<file path="config.mk">
export PLATFORM = sky130hd
export DESIGN_NAME = seg7_hex_counter_driver_flat
export DESIGN_NICKNAME = d
export VERILOG_FILES = /design/src/rtl/seg7_hex_counter_driver_if.sv /design/src/rtl/seg7_hex_counter_driver.sv /design/src/flat_wrapper.sv
export SDC_FILE = /design/constraint.sdc
export NUM_CORES = 1
export LEC_CHECK = 0
export BUFFER_PORTS_ARGS = -buffer_cell sky130_fd_sc_hd__buf_2
export CORE_ASPECT_RATIO = 1.5
export CORE_UTILIZATION = 60
export CTS_CLUSTER_SIZE = 12
export DETAILED_ROUTE_END_ITERATION = 7
export GPL_TIMING_DRIVEN = 0
export PLACE_DENSITY = 0.86
export REMOVE_ABC_BUFFERS = 1
export SKIP_CTS_REPAIR_TIMING = 1
export SYNTH_ARGS = -nofsm -noshare
export SYNTH_HDL_FRONTEND = slang
export SYNTH_SLANG_ARGS = --single-unit
</file>
<file path="constraint.sdc">
create_clock -name clk -period 2.8 [get_ports clk]
set_input_delay 0.42 -clock clk [delete_from_list [all_inputs] [get_ports clk]]
set_output_delay 0.42 -clock clk [all_outputs]
set_load 0.02 [all_outputs]
</file>
<file path="src/rtl/seg7_hex_counter_driver_if.sv">
// Enable, switch inputs and display outputs of the seven-segment counter stage.
interface seg7_hex_counter_driver_if;
  logic       ena;
  logic [7:0] ui_in;
  logic [7:0] seg_out;
  logic [3:0] count_out;
  logic       tick_out;

  modport master (output ena, ui_in, input seg_out, count_out, tick_out);
  modport slave  (input ena, ui_in, output seg_out, count_out, tick_out);
endinterface

</file>
<file path="src/rtl/seg7_hex_counter_driver.sv">
// Heartbeat prescaler, debounced step button and loadable up/down hex counter
// driving an active-high seven-segment display with a blinking decimal point.
module seg7_hex_counter_driver #(
  parameter int PRESCALE_DIV    = 10_000_000,
  parameter int DEBOUNCE_CYCLES = 100_000
) (
  input logic                       clk,
  input logic                       reset,
  seg7_hex_counter_driver_if.slave  bus
);

  localparam int PW = (PRESCALE_DIV > 1) ? $clog2(PRESCALE_DIV) : 1;
  localparam int DW = (DEBOUNCE_CYCLES > 1) ? $clog2(DEBOUNCE_CYCLES) : 1;
  localparam logic [PW-1:0] PRESC_LAST = PW'(PRESCALE_DIV - 1);
  localparam logic [DW-1:0] DB_LAST    = DW'(DEBOUNCE_CYCLES - 1);

  typedef enum logic [1:0] {LOW, RISE_WAIT, HIGH, FALL_WAIT} db_state_t;

  logic [7:0]    sync1, sync2;
  logic          load_prev;
  logic [PW-1:0] presc;
  logic          tick;
  logic          dp;
  db_state_t     db_state, db_state_nx;
  logic [DW-1:0] db_cnt, db_cnt_nx;
  logic          step_pulse, load_pulse;
  logic [3:0]    count, count_nx;
  logic [6:0]    seg_enc;
  logic [7:0]    seg;

  assign tick       = (presc == PRESC_LAST);
  assign load_pulse = sync2[3] & ~load_prev;

  always_ff @(posedge clk or posedge reset) begin
    if (reset) begin
      sync1     <= '0;
      sync2     <= '0;
      load_prev <= 1'b0;
      presc     <= '0;
      dp        <= 1'b0;
    end else if (bus.ena) begin
      sync1     <= bus.ui_in;
      sync2     <= sync1;
      load_prev <= sync2[3];
      presc     <= tick ? '0 : presc + 1'b1;
      if (tick) dp <= ~dp;
    end
  end

  // step_pulse is combinational on the RISE_WAIT->HIGH transition so the
  // counter moves on the same edge the FSM settles into HIGH.
  always_comb begin
    db_state_nx = db_state;
    db_cnt_nx   = db_cnt;
    step_pulse  = 1'b0;
    case (db_state)
      LOW: if (sync2[0]) begin
        db_state_nx = RISE_WAIT;
        db_cnt_nx   = '0;
      end
      RISE_WAIT: begin
        if (!sync2[0]) db_state_nx = LOW;
        else if (db_cnt == DB_LAST) begin
          db_state_nx = HIGH;
          step_pulse  = 1'b1;
        end else db_cnt_nx = db_cnt + 1'b1;
      end
      HIGH: if (!sync2[0]) begin
        db_state_nx = FALL_WAIT;
        db_cnt_nx   = '0;
      end
      FALL_WAIT: begin
        if (sync2[0]) db_state_nx = HIGH;
        else if (db_cnt == DB_LAST) db_state_nx = LOW;
        else db_cnt_nx = db_cnt + 1'b1;
      end
      default: db_state_nx = LOW;
    endcase
  end

  // Load beats step beats run-tick; a coincident tick is simply dropped.
  always_comb begin
    count_nx = count;
    if (load_pulse) count_nx = sync2[7:4];
    else if (step_pulse || (tick && sync2[1]))
      count_nx = sync2[2] ? count + 4'd1 : count - 4'd1;
  end

  always_comb begin
    seg_enc = 7'h3F;
    case (count)
      4'h0: seg_enc = 7'h3F;
      4'h1: seg_enc = 7'h06;
      4'h2: seg_enc = 7'h5B;
      4'h3: seg_enc = 7'h4F;
      4'h4: seg_enc = 7'h66;
      4'h5: seg_enc = 7'h6D;
      4'h6: seg_enc = 7'h7D;
      4'h7: seg_enc = 7'h07;
      4'h8: seg_enc = 7'h7F;
      4'h9: seg_enc = 7'h6F;
      4'hA: seg_enc = 7'h77;
      4'hB: seg_enc = 7'h7C;
      4'hC: seg_enc = 7'h39;
      4'hD: seg_enc = 7'h5E;
      4'hE: seg_enc = 7'h79;
      4'hF: seg_enc = 7'h71;
      default: seg_enc = 7'h3F;
    endcase
  end

  always_ff @(posedge clk or posedge reset) begin
    if (reset) begin
      db_state <= LOW;
      db_cnt   <= '0;
      count    <= '0;
      seg      <= 8'h3F;
    end else if (bus.ena) begin
      db_state <= db_state_nx;
      db_cnt   <= db_cnt_nx;
      count    <= count_nx;
      seg      <= {dp, seg_enc};
    end
  end

  assign bus.seg_out   = seg;
  assign bus.count_out = count;
  assign bus.tick_out  = tick;

endmodule

</file>
<file path="src/flat_wrapper.sv">
// flat-port wrapper written by rule: the top's interface ports become plain ports
module seg7_hex_counter_driver_flat 
#(
  parameter int PRESCALE_DIV    = 10_000_000,
  parameter int DEBOUNCE_CYCLES = 100_000
)
  (clk, reset, bus_ena, bus_ui_in, bus_seg_out, bus_count_out, bus_tick_out);
  seg7_hex_counter_driver_if bus_i ();
  input logic clk;
  input logic reset;
  input wire logic [$bits(bus_i.ena)-1:0] bus_ena;
  input wire logic [$bits(bus_i.ui_in)-1:0] bus_ui_in;
  output wire logic [$bits(bus_i.seg_out)-1:0] bus_seg_out;
  output wire logic [$bits(bus_i.count_out)-1:0] bus_count_out;
  output wire logic [$bits(bus_i.tick_out)-1:0] bus_tick_out;
  assign bus_i.ena = bus_ena;
  assign bus_i.ui_in = bus_ui_in;
  assign bus_seg_out = bus_i.seg_out;
  assign bus_count_out = bus_i.count_out;
  assign bus_tick_out = bus_i.tick_out;
  seg7_hex_counter_driver #(.PRESCALE_DIV(PRESCALE_DIV), .DEBOUNCE_CYCLES(DEBOUNCE_CYCLES)) u_core (.clk(clk), .reset(reset), .bus(bus_i));
endmodule
</file>
==> results.cfg <==
[logic_synthesis]
netlist_area_um2 = 3770
syn_avg_cell_area_um2 = 10.3
synthTopCellsByArea = dfrtp_1 (45%), mux2_2 (6.9%), xnor2_1 (5.3%), dfstp_2 (4.2%), ha_1 (3.7%)
synth_edf_count = 0
ys_async_sr_fraction = 1.00
ys_ff_latch = 73
yosys_warnings = 0
syn_inst = 364
synth_top_area_frac = 0.445
ys_seq_area_frac = 0.487
synth_flop_cell = dfrtp_1
synth_area_leader_cell = dfrtp_1
ys_types = 50

[power_and_ir_drop]
p_switching_mw = 1.00
pwr-share-comb = 0.250
seqPwrFrac = 0.476
p_sw_frac = 0.330
pwr-share-clk = 0.274
ir_drop_mv = 0.555
p_leak_nw = 1.81
power_density_nw_per_um2 = 737
total_power_mw = 3.04
p_int_mw = 2.04

[clock_network]
clock-sinks = 73
cts_tree = built
clk_path_buf_depth = 2
cts_buffers = 9
cts.clk_slew.worst_paths_ns = 0.07
clk_latency_ns = 0.35
root_buffer = clkbuf_8
htreeDepth = 3

[sta]
setup_viol = 0
fin_setup_tns_ns = 0
finalClockSkew_ns = 0.00778
max_slew_margin = 0.389
finalWorstSetupSlack_ns = 0.394
fmax_mhz = 416
tightest_slew_ns = 0.914
hold_violations = 0
fin_crit_ns = 2.41
maxSlewViolCount = 0
rsz0062_at_grt = no
whs_ns = 0.246
timing.final.crit_share = 0.859

[finish]
postLayoutCellArea_um2 = 4130
fin_cells = 466
syn_to_final_growth_pct = 9.50
multi_input_area_um2 = 1820
final_nets = 410
drive_gt1_frac = 0.184
num_antenna_cells = 0
post-route-util = 0.678
regArea_um2 = 1830
fillers = 493

[critical_path]
r2r_start = u_core.db_cnt[8]
critical_path_class = reg2out
rr_worst_depth = 5
critPathArrivalTime_ns = 1.99
r2r_setup_slack_ns = 0.69
timing.rr.end = u_core.bus.count_out[0]
cp.required_ns = 2.38
start_kind = register
crit_path_end_kind = output pin
crit_fanout = 6

[grt]
antenna_found_initial = 0
grt_pass1_wl_um = 12200
grt_usage = 0.246
grt_overflow = 0
first_global_vias = 2771
grt_max_degree = 74

[route]
via_per_inst = 5.92
ant_nets = 0
wl_um = 7120
wl_per_cell_um = 15.3
dr.pass1.iters = 4
drc_errors = 0
drt-initial-drc-count = 217
vias = 2760

[placement]
postPlaceCellArea_um2 = 3930
place_inst = 450
dp_hpwl_um = 4790
pre_cts_ws_ns = 0.141
routabilityCongestion = 0.826
port_buffers = 23

[floorplanning]
num_io_pins = 24
fp-row-count = 35
die_area_um2 = 6610
start_util = 0.619
die_h_um = 99.0
die_x_um = 66.7
core_um2 = 6090

[run]
cap_violations = 0

[hold_path]
hold_path_class = in2async

[outcome]
outcome = finished, final reports clean
worst max-delay path, cell delays in order, from the launching register on:
cell and delay (ns):
dfrtp_1 0.45, nor4b_1 0.36, nand3_1 0.17, nor3_1 0.41, buf_2 0.25
sequential cells by signal, summed over array words and instances, names as in the netlist, named ones only:
signal                flops
u_core.sync1              8
u_core.db_state           1
u_core.load_prev          1
u_core.sync2              8
u_core.bus.count_out      4
u_core.db_cnt            17
u_core.presc             24
u_core.bus.seg_out        8
u_core.dp                 1
cells in the mapped netlist, drive strengths merged, types with 2 or more instances:
cell and number:
xnor2 23, and2 5, ha 11, nand3 22, xor2 12, mux2 23
dfstp 6, nor2 30, nor3b 2, nor4b 4, nand2b 3, o211ai 4
a31oi 2, inv 17, and3 5, nor2b 2, nand4 9, nand3b 2
nor4 10, and4 7, mux2i 2, dfrtp 67, o21ai 16, a211oi 2
nand2 28, or3 5, nor3 6, clkbuf 6, a21o 3, or4 2
a21oi 10, buf 5, o31ai 2
layout by cell type, fill, tap and decap left out, drive strengths merged, types with 7 or more instances in the layout:
| cell type | n |
|---|---|
| dfrtp | 67 |
| mux2 | 23 |
| nand4 | 9 |
| nor4 | 10 |
| ha | 11 |
| xor2 | 12 |
| clkbuf | 13 |
| a21oi | 10 |
| nand3 | 22 |
| xnor2 | 23 |
| inv | 17 |
| buf | 23 |
| and4 | 7 |
| o21ai | 16 |
| nor2 | 30 |
| nand2 | 28 |
routing by layer:
metal / up-vias / global-route usage / part of all wire
met5: - / 0 / 0
met4: 0 / 0.126 / 0.020
met1: 1361 / 0.295 / 0.42
li1: 1337 / - / -
met2: 50 / 0.404 / 0.53
met3: 12 / 0.0556 / 0.030
cells by family after synthesis:
kind of cell | count (synthesis) | synth area share
simple gates | 145 | 0.208
flops | 73 | 0.487
compound gates | 46 | 0.0777
xor+xnor | 35 | 0.0814
buf+inv | 28 | 0.0306
mux | 25 | 0.0741
fa+ha+maj | 12 | 0.0418
worst max-delay path by stage:
| stage | from | end | slack (ns) | depth (start not counted) |
|---|---|---|---|---|
| CTS | u_core.presc[14] | bus_tick_out | 0.39 | 4 |
| global placement | reset | u_core.db_cnt[7] | -0.24 | 2 |
| finish | u_core.presc[14] | bus_tick_out | 0.39 | 4 |
| detailed placement | bus_ena | u_core.db_cnt[4] | 0.14 | 4 |
| floorplan | reset | async pin | 0.54 | 1 |
| global route | u_core.presc[14] | bus_tick_out | 0.26 | 4 |
power groups by stage:
stage	Clock (mW)	Combinational, mW	Sequential, mW
global placement	0	0.727	1.45
finish	0.835	0.760	1.45
CTS	0.852	0.767	1.44
floorplan	0	0.483	1.51
global route	0.889	0.862	1.48
detailed placement	0	0.762	1.46
final cells by class:
cell class	count	share of cell area
clock buffer	13	0.0385
tap	74	0.0224
inverter	17	0.0161
multi-input combinational	263	0.441
clock inverter	3	0.00971
sequential	73	0.445
timing repair buffer	23	0.0279
Power figures use the tool's default switching activity.
